## src/rtl/rr_mux_arb.sv

```systemverilog
// N-channel round-robin arbitrated word mux with a registered valid/ready output stage.
// Optional packet lock (in_last/out_last ports) is enabled by defining MUX_ARB_LOCK_EN.
module rr_mux_arb #(
  parameter int unsigned WIDTH = 16,
  parameter int unsigned NCH   = 4
) (
  input  logic                                 clk,
  input  logic                                 rst_n,
  input  logic [NCH*WIDTH-1:0]                 in_data,
  input  logic [NCH-1:0]                       in_valid,
  output logic [NCH-1:0]                       in_ready,
  output logic [WIDTH-1:0]                     out_data,
  output logic [((NCH > 1) ? $clog2(NCH) : 1)-1:0] out_sel,
  output logic                                 out_valid,
  input  logic                                 out_ready
`ifdef MUX_ARB_LOCK_EN
  ,
  input  logic [NCH-1:0]                       in_last,
  output logic                                 out_last
`endif
);

  localparam int unsigned SELW = (NCH > 1) ? $clog2(NCH) : 1;

  logic [SELW-1:0]  ptr;
  logic [SELW-1:0]  gnt;
  logic [SELW-1:0]  ptr_nxt;
  logic [WIDTH-1:0] gnt_data;
  logic             found;
  logic             load;
  logic             accept;
  int unsigned      scan_idx;
`ifdef MUX_ARB_LOCK_EN
  logic             lock;
`endif

  // Output register is free or being drained this cycle.
  assign load   = !out_valid || out_ready;
  assign accept = rst_n && load && found;

  // Round-robin search starting at ptr; a held packet lock bypasses the search.
  always_comb begin
    found    = 1'b0;
    gnt      = '0;
    scan_idx = 0;
`ifdef MUX_ARB_LOCK_EN
    if (lock) begin
      found = in_valid[ptr];
      gnt   = ptr;
    end else
`endif
    begin
      for (int unsigned k = 0; k < NCH; k++) begin
        scan_idx = 32'(ptr) + k;
        if (scan_idx >= NCH) scan_idx = scan_idx - NCH;
        if (!found && in_valid[SELW'(scan_idx)]) begin
          found = 1'b1;
          gnt   = SELW'(scan_idx);
        end
      end
    end
  end

  always_comb begin
    in_ready = '0;
    if (accept) in_ready[gnt] = 1'b1;
  end

  always_comb begin
    gnt_data = '0;
    for (int unsigned i = 0; i < NCH; i++) begin
      if (gnt == SELW'(i)) gnt_data = in_data[i*WIDTH +: WIDTH];
    end
  end

  // Explicit wrap so non-power-of-2 channel counts return to 0.
  assign ptr_nxt = (32'(gnt) == NCH - 1) ? '0 : gnt + SELW'(1);

  always_ff @(posedge clk or negedge rst_n) begin
    if (!rst_n) begin
      out_data  <= '0;
      out_sel   <= '0;
      out_valid <= 1'b0;
      ptr       <= '0;
`ifdef MUX_ARB_LOCK_EN
      out_last  <= 1'b0;
      lock      <= 1'b0;
`endif
    end else if (accept) begin
      out_data  <= gnt_data;
      out_sel   <= gnt;
      out_valid <= 1'b1;
`ifdef MUX_ARB_LOCK_EN
      out_last  <= in_last[gnt];
      lock      <= !in_last[gnt];
      ptr       <= in_last[gnt] ? ptr_nxt : gnt;
`else
      ptr       <= ptr_nxt;
`endif
    end else if (out_ready) begin
      out_valid <= 1'b0;
    end
  end

endmodule
```

## config.mk

```make
export PLATFORM = sky130hd
export DESIGN_NAME = rr_mux_arb
export DESIGN_NICKNAME = d
export VERILOG_FILES = /design/src/rtl/rr_mux_arb.sv
export SDC_FILE = /design/constraint.sdc
export NUM_CORES = 1
export LEC_CHECK = 0
export ABC_AREA = 1
export CAP_MARGIN = 20
export CORE_UTILIZATION = 41
export DETAILED_ROUTE_END_ITERATION = 8
export PLACE_DENSITY = 0.92
export SYNTH_ARGS = -nofsm -noshare
export SYNTH_HDL_FRONTEND = slang
export SYNTH_SLANG_ARGS = --single-unit
```

## constraint.sdc

```tcl
create_clock -name clk -period 7.5 [get_ports clk]
set_input_delay 2.25 -clock clk [delete_from_list [all_inputs] [get_ports clk]]
set_output_delay 2.25 -clock clk [all_outputs]
set_load 0.1 [all_outputs]
```

==> metrics.md <==
| Metric | Value |
|---|---|
| Post-synthesis sequential area ratio | 0.320 |
| Slew Viols, Final | 0 |
| Wl on met1 | 2.17 mm |
| Outcome | finished clean |
| Residual DRC | 0 |
| Final Cycle Share | 0.922 |
| Worst-path clk slew | 0.07 ns |
| Die ar. | 0.00426 mm² |
| Final Setup Violations | 0 |
| Synth Register Bits | 21 |
| # rows | 22 |
| Post-Synthesis Cell Area | 0.00164 mm² |
| Gpl congestion | 0.877 |
| Post-Syn Instances | 263 |
| H-Tree Depth | 1 |
| Worst-Skew Late Latency | 0.25 ns |
| Post-CTS Setup Bufs | 0 |
| IO Port Bufs | 93 |
| Setup crit start kind | primary input |
| CP Capture Type | output port |
| Initial antenna violation count | 0 |
| Starting Density | 0.438 |
| Grt total ovfl | 0 |
| Fillers | 308 |
| Share of post-route cells with drive strength above 1 | 0.0714 |
| CTS max path bufs | 2 |
| Antenna Cells | 0 |
| Drt initial violations | 114 |
| Routed len/inst | 12.7 µm |
| Post-route ant nets | 0 |
| Crit path DAT | 4.66 ns |
| Top Metal Used | met4 |
| Post-CTS Resized | 0 |
| Met3 wire len | 232 µm |
| Root buf cell | clkbuf_8 |
| GRT Resource Usage Total | 0.249 |
| Minimum clock period | 6.91 ns |
| HP Class | reg -> reg |
| Yosys warns | 0 |
| Slew @ Worst Pin | 1.02 ns |
| Layout area overhead | 62.2% |
| Vias per inst | 4.93 |
| Largest net degree at the start of global routing | 33 |
| Vias in the first global route | 1914 |
| Worst slew margin | 0.319 |
| Final hold vios | 0 |
| Max cap viols | 0 |
| WS Path Type | in -> out |
| CTS Buf Count | 3 |
| Sum of negative setup slack | 0 ns |
| Fmax | 0.145 GHz |
| Syn avg cell area | 6.24 µm² |
| Total wire length | 5.04 mm |
| Post-synthesis net count | 338 |
| Crit-path max FO | 17 |
| Clock skew after layout | 0.00268 ns |
| Synth unique cells | 24 |
| Boundary pin count | 94 |
| Final nets | 426 |
| Unrepaired setup endpoints after global routing | no |
| Die Span Y | 65.3 µm |
| Placed wire-length estimate | 4.00 mm |
| Flop2flop setup slack | 4.29 ns |
| Die width | 65.3 µm |
| Drt pass-1 iters | 4 |
| Met2 WL | 2.50 mm |
| Worst EP required | 5.25 ns |
| TritonCTS clock tree | built |
| Total clock sinks | 21 |
| First-pass GRT wire length | 8.29 mm |
| Core ar. | 0.00374 mm² |
| Hold Buf Count CTS | 0 |
| DR vias | 1963 |
## layout by cell type (no fill, tap or decap), types with 2 or more instances in the layout
cell / synthesis / layout
buf_12: 0 / 4
clkbuf_8: 0 / 3
ha_1: 4 / 4
nand4_1: 2 / 2
dfrtp_1: 21 / 21
nand3_1: 9 / 9
inv_2: 2 / 2
inv_1: 15 / 15
nand2_2: 4 / 4
o21ai_0: 30 / 30
buf_4: 2 / 4
nand2_1: 132 / 132
clkdlybuf4s50_1: 0 / 89
o21ai_1: 2 / 2
nor2_1: 4 / 4
a21oi_1: 16 / 16
## cells in the mapped netlist (all sizes together)
library cell | count | share of area
clkbuf | 6 | 0.014
o21ai | 33 | 0.10
a21boi | 1 | 0.0046
nand2 | 137 | 0.32
nand4 | 2 | 0.0076
ha | 4 | 0.031
buf | 8 | 0.039
nand3 | 11 | 0.044
a21oi | 16 | 0.049
dfrtp | 21 | 0.32
nor2 | 6 | 0.020
inv | 18 | 0.044
## per-layer routing
layer  vias up  global-route usage
li1       1001                   -
met3        16              0.0295
met2        79               0.433
met5         -                   0
met4         0               0.109
met1       867               0.305
## sequential cells by signal (all words and copies together), names as in the netlist
register and count:
out_valid 1, ptr 2, out_sel 2, out_data 16
## stage by stage
stage	hold WS, ns	instances	cell area, µm²	setup WS, ns	utilization
5_1_grt	0.514	398	2660	0.314	0.711
6_report	0.487	398	2660	0.588	0.711
4_1_cts	0.487	398	2660	0.590	0.711
3_3_place_gp	0.462	394	2620	0.730	0.699
2_1_floorplan	0.584	263	1640	0.408	-
3_5_place_dp	0.471	394	2620	0.596	0.699
## logic make-up (layout without fill, tap and decap cells)
kind of cell | count (synthesis) | after routing | synth area share
buf+inv | 32 | 119 | 0.0969
simple gates | 156 | 156 | 0.396
compound gates | 50 | 50 | 0.156
fa+ha+maj | 4 | 4 | 0.0305
flops | 21 | 21 | 0.320
## worst paths after layout
kind,startpoint,to,depth (start not counted)
setup / recovery,in_valid[3],in_ready[2],15
hold / removal,out_data[12],out_data[12],2
setup reg to reg,ptr[0],out_data[3],18
hold reg to reg,out_data[12],out_data[12],2
max in group asynchronous,rst_n,ptr[0],2
min in group asynchronous,rst_n,out_data[5],2
## critical path, cell delays in order
cell             delay [ns]
clkdlybuf4s50_1        0.42
inv_1                  0.06
nand2_1                0.06
nand3_1                0.12
nand2_1                0.11
nor2_4                 0.18
nand3_1                0.09
nand3_1                0.11
nand2_1                0.11
inv_1                  0.10
ha_1                   0.15
buf_4                  0.21
inv_1                  0.22
nor2_1                 0.25
buf_12                 0.21
## cell type report
type	instances	area, µm²	area share
tap	48	60.1	0.0226
timing repair buffer	97	1000	0.376
multi-input combinational	210	956	0.359
clock inverter	1	5.00	0.00188
inverter	18	72.6	0.0273
sequential	21	526	0.197
clock buffer	3	41.3	0.0155
Power is left out: the tool's default activity adds up to more than one toggle a clock period on the data nets, which glitch-free logic cannot reach.
